### config.mk
export PLATFORM = sky130hd
export DESIGN_NAME = multicycle_ctrl_flat
export DESIGN_NICKNAME = d
export VERILOG_FILES = /design/src/rtl/mips_ctrl_pkg.sv /design/src/rtl/multicycle_ctrl_if.sv /design/src/rtl/multicycle_ctrl_instr_class.sv /design/src/rtl/multicycle_ctrl.sv /design/src/flat_wrapper.sv
export SDC_FILE = /design/constraint.sdc
export NUM_CORES = 1
export LEC_CHECK = 0
export CORE_ASPECT_RATIO = 0.8
export CORE_MARGIN = 3
export CORE_UTILIZATION = 38
export CTS_CLUSTER_SIZE = 40
export DETAILED_ROUTE_END_ITERATION = 10
export PLACE_DENSITY = 0.77
export SYNTH_ARGS = -nofsm -noshare
export SYNTH_HDL_FRONTEND = slang
export SYNTH_SLANG_ARGS = --single-unit
### constraint.sdc
create_clock -name clk -period 1.88 [get_ports clk]
set_clock_uncertainty 0.15 [all_clocks]
set_input_delay 0.282 -clock clk [delete_from_list [all_inputs] [get_ports clk]]
set_output_delay 0.282 -clock clk [all_outputs]
set_load 0.02 [all_outputs]
### src/rtl/mips_ctrl_pkg.sv
// Shared constants and types for the multi-cycle MIPS controller.
// Opcode/funct codes, ALU operation encoding, FSM states, decode bundle.
package mips_ctrl_pkg;

    localparam logic [5:0] OP_RTYPE = 6'b000001;
    localparam logic [5:0] OP_LOAD  = 6'b000010;
    localparam logic [5:0] OP_STORE = 6'b000011;

    localparam logic [5:0] F_ADD = 6'b100000;
    localparam logic [5:0] F_SUB = 6'b100010;
    localparam logic [5:0] F_AND = 6'b100100;
    localparam logic [5:0] F_OR  = 6'b100101;
    localparam logic [5:0] F_MUL = 6'b110010;

    localparam int MUL_MAX_CYC_DEF = 32;

    typedef enum logic [2:0] {
        ALU_ADD = 3'b000,
        ALU_SUB = 3'b001,
        ALU_AND = 3'b010,
        ALU_OR  = 3'b011,
        ALU_MUL = 3'b100
    } alu_op_e;

    typedef enum logic [2:0] {
        S_IDLE   = 3'd0,
        S_FETCH  = 3'd1,
        S_DECODE = 3'd2,
        S_EXEC   = 3'd3,
        S_MULW   = 3'd4,
        S_MEM    = 3'd5,
        S_WB     = 3'd6,
        S_HALT   = 3'd7
    } state_e;

    typedef struct packed {
        logic    is_rtype;
        logic    is_load;
        logic    is_store;
        logic    is_mul;
        logic    illegal;
        alu_op_e alu_op;
    } iclass_t;

endpackage

### src/rtl/multicycle_ctrl_if.sv
// Memory request/acknowledge port of the multi-cycle controller.
// The controller is master; the memory system answers as slave.
interface multicycle_ctrl_if;

    logic mem_req;
    logic mem_we;
    logic mem_ack;

    modport master (
        output mem_req,
        output mem_we,
        input  mem_ack
    );

    modport slave (
        input  mem_req,
        input  mem_we,
        output mem_ack
    );

endinterface

### src/rtl/multicycle_ctrl_instr_class.sv
// Combinational instruction classifier for the multi-cycle controller.
// Splits the IR into type flags, illegal flag and the ALU operation.
module instr_class
    import mips_ctrl_pkg::*;
(
    input  logic [31:0] instr,
    output iclass_t     cls
);

    logic [5:0] op;
    logic [5:0] funct;
    logic       unused_bits;

    assign op          = instr[31:26];
    assign funct       = instr[5:0];
    assign unused_bits = ^instr[25:6];

    // Classify op/funct; anything not recognised is flagged illegal
    always_comb begin
        cls        = '0;
        cls.alu_op = ALU_ADD;
        unique case (1'b1)
            (op == OP_LOAD): begin
                cls.is_load = 1'b1;
            end
            (op == OP_STORE): begin
                cls.is_store = 1'b1;
            end
            (op == OP_RTYPE): begin
                cls.is_rtype = 1'b1;
                unique case (funct)
                    F_ADD: cls.alu_op = ALU_ADD;
                    F_SUB: cls.alu_op = ALU_SUB;
                    F_AND: cls.alu_op = ALU_AND;
                    F_OR:  cls.alu_op = ALU_OR;
                    F_MUL: begin
                        cls.alu_op = ALU_MUL;
                        cls.is_mul = 1'b1;
                    end
                    default: begin
                        cls.is_rtype = 1'b0;
                        cls.illegal  = 1'b1;
                    end
                endcase
            end
            default: begin
                cls.illegal = 1'b1;
            end
        endcase
    end

endmodule

### src/rtl/multicycle_ctrl.sv
// Multi-cycle sequencer: fetch, decode, execute, memory, writeback.
// Drives PC/IR/ALU/regfile/memory/multiplier enables per cycle.
module multicycle_ctrl
    import mips_ctrl_pkg::*;
#(
    parameter int MUL_MAX_CYC = MUL_MAX_CYC_DEF
) (
    input  logic              clk,
    input  logic              reset_n,
    input  logic              run,
    input  logic [31:0]       instr,
    input  logic              mul_done,
    multicycle_ctrl_if.master mem,
    output logic              pc_we,
    output logic              ir_we,
    output logic [2:0]        alu_op,
    output logic              alu_src_imm,
    output logic              mul_start,
    output logic              reg_we,
    output logic              reg_dst_rd,
    output logic              wb_sel_mem,
    output logic              busy,
    output logic              illegal,
    output logic              fault,
    output logic [15:0]       instr_cnt,
    output logic [2:0]        state
);

    localparam int MCW = $clog2(MUL_MAX_CYC + 1);
    localparam logic [MCW-1:0] MC_LAST = MCW'(MUL_MAX_CYC - 1);

    state_e         state_q;
    state_e         state_d;
    logic [MCW-1:0] mcnt_q;
    logic [15:0]    cnt_q;
    logic           ill_q;
    logic           fault_q;

    iclass_t        cls;
    logic           ack;
    logic           mul_to;
    logic           retire;
    logic           mem_op;

    alu_op_e        alu_op_d;
    logic           mem_req_d;
    logic           mem_we_d;

    instr_class u_cls (
        .instr (instr),
        .cls   (cls)
    );

    assign ack    = mem.mem_ack;
    assign mem_op = cls.is_load | cls.is_store;
    assign mul_to = (mcnt_q == MC_LAST);

    // A STORE retires on its memory ack; everything else in WB
    assign retire = (state_q == S_WB) ||
                    ((state_q == S_MEM) && cls.is_store && ack);

    // State register
    always_ff @(posedge clk or negedge reset_n) begin
        if (!reset_n) begin
            state_q <= S_IDLE;
        end else begin
            state_q <= state_d;
        end
    end

    // Next-state: step through the instruction, stop in HALT on error
    always_comb begin
        state_d = state_q;
        unique case (state_q)
            S_IDLE: begin
                if (run) state_d = S_FETCH;
            end
            S_FETCH: begin
                if (ack) state_d = S_DECODE;
            end
            S_DECODE: begin
                if (cls.illegal)     state_d = S_HALT;
                else if (cls.is_mul) state_d = S_MULW;
                else                 state_d = S_EXEC;
            end
            S_EXEC: begin
                state_d = mem_op ? S_MEM : S_WB;
            end
            S_MULW: begin
                if (mul_done)    state_d = S_WB;
                else if (mul_to) state_d = S_HALT;
            end
            S_MEM: begin
                if (ack) begin
                    if (cls.is_load) state_d = S_WB;
                    else if (run)    state_d = S_FETCH;
                    else             state_d = S_IDLE;
                end
            end
            S_WB: begin
                state_d = run ? S_FETCH : S_IDLE;
            end
            S_HALT: begin
                state_d = S_HALT;
            end
            default: begin
                state_d = S_IDLE;
            end
        endcase
    end

    // Per-state strobes; fetch loads IR and bumps PC on the ack cycle
    always_comb begin
        mem_req_d   = 1'b0;
        mem_we_d    = 1'b0;
        pc_we       = 1'b0;
        ir_we       = 1'b0;
        alu_op_d    = ALU_ADD;
        alu_src_imm = 1'b0;
        mul_start   = 1'b0;
        reg_we      = 1'b0;
        reg_dst_rd  = 1'b0;
        wb_sel_mem  = 1'b0;
        unique case (state_q)
            S_FETCH: begin
                mem_req_d = 1'b1;
                ir_we     = ack;
                pc_we     = ack;
            end
            S_EXEC: begin
                alu_op_d    = cls.alu_op;
                alu_src_imm = mem_op;
            end
            S_MULW: begin
                alu_op_d  = ALU_MUL;
                mul_start = (mcnt_q == '0);
            end
            S_MEM: begin
                mem_req_d   = 1'b1;
                mem_we_d    = cls.is_store;
                alu_op_d    = ALU_ADD;
                alu_src_imm = 1'b1;
            end
            S_WB: begin
                alu_op_d   = cls.alu_op;
                reg_we     = 1'b1;
                reg_dst_rd = cls.is_rtype;
                wb_sel_mem = cls.is_load;
            end
            default: begin
            end
        endcase
    end

    // Multiply wait counter, retire counter and sticky error flags
    always_ff @(posedge clk or negedge reset_n) begin
        if (!reset_n) begin
            mcnt_q  <= '0;
            cnt_q   <= '0;
            ill_q   <= 1'b0;
            fault_q <= 1'b0;
        end else begin
            if (state_q == S_MULW) begin
                mcnt_q <= mcnt_q + MCW'(1);
            end else begin
                mcnt_q <= '0;
            end
            if (retire) begin
                cnt_q <= cnt_q + 16'd1;
            end
            if ((state_q == S_DECODE) && cls.illegal) begin
                ill_q <= 1'b1;
            end
            if ((state_q == S_MULW) && !mul_done && mul_to) begin
                fault_q <= 1'b1;
            end
        end
    end

    assign mem.mem_req = mem_req_d;
    assign mem.mem_we  = mem_we_d;
    assign alu_op      = alu_op_d;
    assign busy        = (state_q != S_IDLE) && (state_q != S_HALT);
    assign illegal     = ill_q;
    assign fault       = fault_q;
    assign instr_cnt   = cnt_q;
    assign state       = state_q;

endmodule

### src/flat_wrapper.sv
// flat-port wrapper written by rule: the top's interface ports become plain ports
module multicycle_ctrl_flat import mips_ctrl_pkg::*;
#(
    parameter int MUL_MAX_CYC = MUL_MAX_CYC_DEF
)
  (clk, reset_n, run, instr, mul_done, pc_we, ir_we, alu_op, alu_src_imm, mul_start, reg_we, reg_dst_rd, wb_sel_mem, busy, illegal, fault, instr_cnt, state, mem_mem_req, mem_mem_we, mem_mem_ack);
  multicycle_ctrl_if mem_i ();
  input  logic clk;
  input  logic reset_n;
  input  logic run;
  input  logic [31:0] instr;
  input  logic mul_done;
  output logic pc_we;
  output logic ir_we;
  output logic [2:0] alu_op;
  output logic alu_src_imm;
  output logic mul_start;
  output logic reg_we;
  output logic reg_dst_rd;
  output logic wb_sel_mem;
  output logic busy;
  output logic illegal;
  output logic fault;
  output logic [15:0] instr_cnt;
  output logic [2:0] state;
  output wire logic [$bits(mem_i.mem_req)-1:0] mem_mem_req;
  output wire logic [$bits(mem_i.mem_we)-1:0] mem_mem_we;
  input wire logic [$bits(mem_i.mem_ack)-1:0] mem_mem_ack;
  assign mem_mem_req = mem_i.mem_req;
  assign mem_mem_we = mem_i.mem_we;
  assign mem_i.mem_ack = mem_mem_ack;
  multicycle_ctrl #(.MUL_MAX_CYC(MUL_MAX_CYC)) u_core (.clk(clk), .reset_n(reset_n), .run(run), .instr(instr), .mul_done(mul_done), .mem(mem_i), .pc_we(pc_we), .ir_we(ir_we), .alu_op(alu_op), .alu_src_imm(alu_src_imm), .mul_start(mul_start), .reg_we(reg_we), .reg_dst_rd(reg_dst_rd), .wb_sel_mem(wb_sel_mem), .busy(busy), .illegal(illegal), .fault(fault), .instr_cnt(instr_cnt), .state(state));
endmodule
==> impl_metrics.ini, run 1 <==
[outcome]
status = finished, violations left
violations = negative setup slack

[synthesis]
synth_area_leaders = dfrtp_1 42%, xor2_1 8.7%, nor4_1 3.9%
synth_nets = 210
yosys.area.top_type = dfrtp_1
synth_cells = 170
synth_edf_count = 0
synth-seq-area-share_pct = 41.83
syn_area_per_cell_sq_um = 9.502
yosysWarnings = 0
synth-seq-cells = 27
ys_types = 43
ys_async_sr_fraction_pct = 100.0
yosys.area.top_type_share_pct = 41.83
syn-cell-area_sq_um = 1615
ys.flop_type = dfrtp_1

[job]
maxCapViolations = 0

[cts]
cts_buffers = 3
clk_path_buf_depth = 2
cts_tree = yes
clock_sinks = 27
htreeDepth = 1
clk_latency_ps = 280
cts-root-buf = clkbuf_8
path_clk_slew_ps = 110

[final_layout]
num-nets-final = 321
antenna_cells = 0
final_cells = 335
drive_gt1_share_pct = 49.29
design_area_sq_um = 3113
syn2layout_area_growth_pct = 92.72

[sta]
hold_ws_ps = 223.9
finalWorstSetupSlack_ps = -260.7
hold_viol = 0
final_max_slew_viol_count = 0
fmax_ghz = 0.4671
max_slew.worst_pin.slew_ps = 605.9
maxSlewHeadroom_pct = 59.51
setup_violations = 33
fin_crit_ps = 2141
fin_crit_sh_pct = 113.9
finalSetupTns_ps = -4964
rsz0062_at_grt = true

[die]
num_io_pins = 71
start_util_pct = 41.11
core-area_sq_um = 3929
die_x_microns = 78.90
dieHeight_microns = 64.32
die-area_sq_um = 5074
num_rows = 20

[critical_path]
cp.arrival_ps = 1710
startpoint_type = primary input
cp_max_fo = 4
setup.worst_path.end_class = output port
required_ps = 1450
critPathKind = in2out

[routing]
drt-total-wl_mm = 6.397
ant_nets = 0
post-route-drc-count = 0
via_per_inst = 5.454
drt_iter0_drc = 125
drtPass1Iterations = 4
vias = 1827
wire_per_inst_microns = 19.10

[power_and_ir_drop]
power.density_nw_per_um2 = 1305
p_switching_mw = 1.777
peakVddDrop_mv = 0.9974
p_int_mw = 2.286
power.share.clock_pct = 8.9
power_frac_comb_pct = 70.2
leakagePower_nw = 1.407
seqPwrFrac_pct = 20.9
swShare_pct = 43.75

[global_routing]
met2_usage_pct = 37.08
grt_pass1_vias = 1824
busiest_layer = met2
use_met1_pct = 29.95
grt_pass1_wl_mm = 8.832
antenna_found_initial = 0
grt_max_degree = 28
grt.overflow.total = 0
globalRouteMet3Util_pct = 3.380
track_usage_pct = 21.75

[placement]
preCtsSetupSlack_ps = -1060
io_buffers = 50
dp_cells = 311
post_dp_cell_area_sq_um = 2611
dp_hpwl_mm = 3.408
gp_congestion = 0.8655

[hold_path]
hp-class = in2async
[what timing repair did]
action	CTS	global route
pin swaps	27	16
setup buffers	5	15
setup endpoints to repair	36	36
hold buffers	0	0
cloned	0	0
gates resized for setup	130	39
endpoints found under the hold margin	0	0
[critical path: stages]
cell,delay (ps)
buf_6,90
or4_4,550
or3_4,440
nand2_4,90
o2bb2ai_4,120
buf_6,140
[stage by stage]
| stage | utilization (%) | power (mW) |
|---|---|---|
| final | 79.24 | 4.063 |
| after global routing | 79.24 | 4.270 |
| after CTS | 72.93 | 3.470 |
| after detailed placement | 66.47 | 2.832 |
| after global placement | 66.47 | 2.798 |
| after floorplan | - | 1.917 |
[state kept, by name (all words and copies together) (netlist names)]
register,cells
u_core.state,3
u_core.instr_cnt,16
u_core.illegal,1
u_core.mcnt_q,6
u_core.fault,1
[power by group through the flow]
stage / combinational [mW] / sequential, mW / clock (mW)
final: 2.85 / 0.849 / 0.361
after global routing: 3.01 / 0.870 / 0.386
after CTS: 2.30 / 0.823 / 0.350
after detailed placement: 2.01 / 0.826 / 0
after global placement: 1.97 / 0.823 / 0
after floorplan: 0.946 / 0.971 / 0
[routing by layer]
metal / vias to the layer above / wire (microns)
met3: 6 / 319
met1: 902 / 2747
met5: - / 0
met2: 77 / 3262
met4: 0 / 68
li1: 842 / -
[final timing paths]
| check | slack [ps] | depth (start not counted) | from | to |
|---|---|---|---|---|
| min in group clk | 350 | 1 | u_core.instr_cnt[5] | u_core.instr_cnt[5] |
| worst max-delay path | -260 | 6 | instr[30] | alu_op[2] |
| worst max register to register | -230 | 8 | u_core.state[2] | u_core.state[0] |
| max in group asynchronous | 1080 | 2 | reset_n | u_core.state[2] |
| worst min-delay path | 220 | 2 | reset_n | u_core.instr_cnt[9] |
| worst min register to register | 350 | 1 | u_core.instr_cnt[5] | u_core.instr_cnt[5] |
[placed cells by master (no fill, tap or decap), drive strengths merged, types with 7 or more instances in the layout]
cell type / count
dlygate4sd2: 7
dfrtp: 27
nor2: 16
nand3: 9
nor4: 10
nand2: 10
buf: 79
inv: 9
xor2: 16
clkdlybuf4s50: 21
[area by class of cell]
class / count / area (sq um)
Clock buffer: 3 / 41.29
Multi-Input combinational cell: 128 / 1280
Tap cell: 55 / 68.82
Inverter: 8 / 30.03
Timing Repair Buffer: 113 / 1003
Clock inverter: 1 / 8.758
Fill cell: 234 / 815.8
Sequential cell: 27 / 680.7
[cells in the mapped netlist, drive strengths merged, types with 2 or more instances]
| cell type | instances |
|---|---|
| o21ai | 2 |
| ha | 3 |
| nor3b | 4 |
| clkbuf | 4 |
| nand3b | 2 |
| dfrtp | 27 |
| nor4b | 3 |
| nor2 | 16 |
| a21oi | 6 |
| a211oi | 3 |
| mux2 | 2 |
| nand4bb | 2 |
| xnor2 | 4 |
| xor2 | 16 |
| and3 | 6 |
| a41o | 2 |
| inv | 8 |
| buf | 3 |
| nand2 | 10 |
| nand3 | 9 |
| nor3 | 6 |
| nor4 | 10 |
| or4 | 2 |
| nand4b | 2 |
| nor2b | 3 |
[cell families (layout without fill, tap and decap cells)]
logic type               count (synthesis)  after routing  synth area share [%]
AND/OR/NAND/NOR                         81             81                 28.82
flip-flops                              27             27                 41.83
AO/OA/AOI/OAI                           22             22                 10.61
XOR/XNOR                                20             20                 10.84
buffers and inverters                   15            125                 4.183
adder cells (fa/ha/maj)                  3              3                 2.324
multiplexers                             2              2                 1.394
Note: power is estimated with default switching activity, not from simulation.
==> inputs of run 2 (changes only) <==
--- a/config.mk
+++ b/config.mk
@@ -5,9 +5,10 @@
 export SDC_FILE = /design/constraint.sdc
 export NUM_CORES = 1
 export LEC_CHECK = 0
+export ABC_AREA = 1
 export CORE_ASPECT_RATIO = 0.8
 export CORE_MARGIN = 3
-export CORE_UTILIZATION = 38
+export CORE_UTILIZATION = 40
 export CTS_CLUSTER_SIZE = 40
 export DETAILED_ROUTE_END_ITERATION = 10
 export PLACE_DENSITY = 0.77
==> impl_metrics.ini, run 2 <==
[outcome]
status = finished, violations left
violations = negative setup slack

[sta]
fmax_ghz = 0.5162
rsz0062_at_grt = true
finalWorstSetupSlack_ps = -57.20
fin_crit_sh_pct = 103.0
setup_violations = 1
final_max_slew_viol_count = 0
maxSlewHeadroom_pct = 72.09
finalSetupTns_ps = -57.20
hold_viol = 0
fin_crit_ps = 1937
max_slew.worst_pin.slew_ps = 415.5

[job]
maxCapViolations = 0

[power_and_ir_drop]
leakagePower_nw = 1.461
power.density_nw_per_um2 = 937.8
peakVddDrop_mv = 0.8452
fin_total_pwr_mw = 2.703

[critical_path]
cp_max_fo = 4
required_ps = 1450
crit_family = flip-flops
path_cells = buf_6 > inv_2 > nand3_2 > nand2_2 > nand2_2 > nor2_2 > nand2_1 > o31ai_1 > buf_2
critPathBufInv = 3
slowest_delay_ps = 440
critPathKind = reg2out
setup.worst_path.end_class = output port
cp_slowest_cell = dfrtp_2
crit_path_frequent_cell = nand2_2
cp.arrival_ps = 1510
startpoint_type = flip-flop

[global_routing]
antenna_found_initial = 0
grt_pass1_wl_mm = 8.307
grt_pass1_vias = 1845
grt.overflow.total = 0
track_usage_pct = 19.23
grt_max_degree = 28

[final_layout]
final_cell_mix = 74 x nand2_1, 48 x buf_4, 40 x inv_1
antenna_cells = 0
drive_gt1_share_pct = 29.76
largest_reg_flops = 16
num-nets-final = 414
syn2layout_area_growth_pct = 55.05
mostFrequentLayoutCell = nand2_1
nFillCells = 351
design_area_sq_um = 2883

[synthesis]
ys_types = 29
syn-cell-area_sq_um = 1859
synth_common_cells = 83 x nand2_1, 45 x inv_1, 40 x nor2_1, 27 x dfrtp_1, 18 x nand3_1
synth-seq-cells = 27
yosys.area.top_type = dfrtp_1
synth_edf_count = 0
synth_area_leaders = dfrtp_1 36%, nand2_1 17%, inv_1 9.1%
synth.most_common_cell = nand2_1
synth_cells = 278
synth-seq-area-share_pct = 36.34
syn_area_per_cell_sq_um = 6.688
yosysWarnings = 0
ys_async_sr_fraction_pct = 100.0
ys.flop_type = dfrtp_1
yosys.area.top_type_share_pct = 36.34
synth_nets = 318

[routing]
post-route-drc-count = 0
drtPass1Iterations = 4
wire_per_inst_microns = 12.27
via_per_inst = 4.760
drt_iter0_drc = 158
vias = 2047
ant_nets = 0
drt-total-wl_mm = 5.277

[die]
num_rows = 21
die_x_microns = 82.23
core-area_sq_um = 4335
die-area_sq_um = 5507
dieHeight_microns = 66.98
num_io_pins = 71
start_util_pct = 42.89

[placement]
gp_congestion = 0.8933
dp_hpwl_mm = 3.894
io_buffers = 50
post_dp_cell_area_sq_um = 2690

[cts]
htreeDepth = 1
path_clk_slew_ps = 90
cts_buffers = 3
clk_latency_ps = 270
ctsHoldBuffers = 0
cts_tree = yes
cts-root-buf = clkbuf_8
clock_sinks = 27
clk_path_buf_depth = 2

[hold_path]
hp-class = in2async
[run 2: changes by cell type after synthesis, sizes merged, moves of 11 or more]
cell   change
xor2      -12
o21ai     +11
nand2     +76
nand3     +12
inv       +38
nor2      +26
[run 2: worst paths after layout]
kind,from,endpoint,slack [ps],cells after the start
worst min-delay path,reset_n,u_core.instr_cnt[15],220,2
worst max register to register,u_core.state[2],u_core.instr_cnt[11],120,9
worst max-delay path,u_core.state[0],alu_op[0],-60,9
min in group clk,u_core.illegal,u_core.illegal,340,2
max in group asynchronous,reset_n,u_core.state[1],1070,2
worst min register to register,u_core.illegal,u_core.illegal,340,2
[run 2: final cells by class]
type | instances | area [sq um] | share of cell area (%)
timing repair buffer | 95 | 824.5 | 28.60
tap | 57 | 71.32 | 2.474
clock buffer | 4 | 45.04 | 1.563
inverter | 46 | 172.7 | 5.990
multi-input combinational | 201 | 1091 | 37.85
sequential | 27 | 678.2 | 23.52
[run 2: logic make-up after synthesis]
logic type      after synthesis  synth area share [%]
compound gates               21                 6.192
simple gates                170                 40.58
flops                        27                 36.34
fa+ha+maj                     3                 2.019
buf+inv                      50                 11.57
xor+xnor                      7                 3.298
[run 2: per-stage QoR]
| step | utilization, % | hold WS, ps | std cells | worst slack, ps |
|---|---|---|---|---|
| 5_1_grt | 66.49 | 245.6 | 430 | -156.7 |
| 2_1_floorplan | - | -163.6 | 278 | -105.1 |
| 3_3_place_gp | 62.05 | 299.6 | 420 | -576.9 |
| 6_report | 66.49 | 224.0 | 430 | -57.20 |
| 3_5_place_dp | 62.05 | 318.3 | 420 | -619.4 |
| 4_1_cts | 62.91 | 239.7 | 427 | -90.28 |
[run 2: power by group]
| group | total [mW] | leakage, nW | internal [mW] | switching, mW |
|---|---|---|---|---|
| sequential | 0.783 | 0.359 | 0.670 | 0.114 |
| combinational | 1.59 | 1.08 | 0.728 | 0.858 |
| clock | 0.333 | 0.0228 | 0.152 | 0.181 |
[run 2: metal layers]
layer,vias up,wire length [microns],global-route usage (%)
met5,-,0,0
met4,0,75,3.942
met3,6,129,2.703
met2,36,2576,30.50
met1,947,2496,27.54
li1,1058,-,-
[run 2: repair_timing]
| item | in CTS | in global routing |
|---|---|---|
| setup buffers | 3 | 3 |
| gates cloned | 0 | 0 |
| pin swaps | 8 | 11 |
| gates resized for setup | 70 | 49 |
| endpoints found under the setup margin | 15 | 19 |
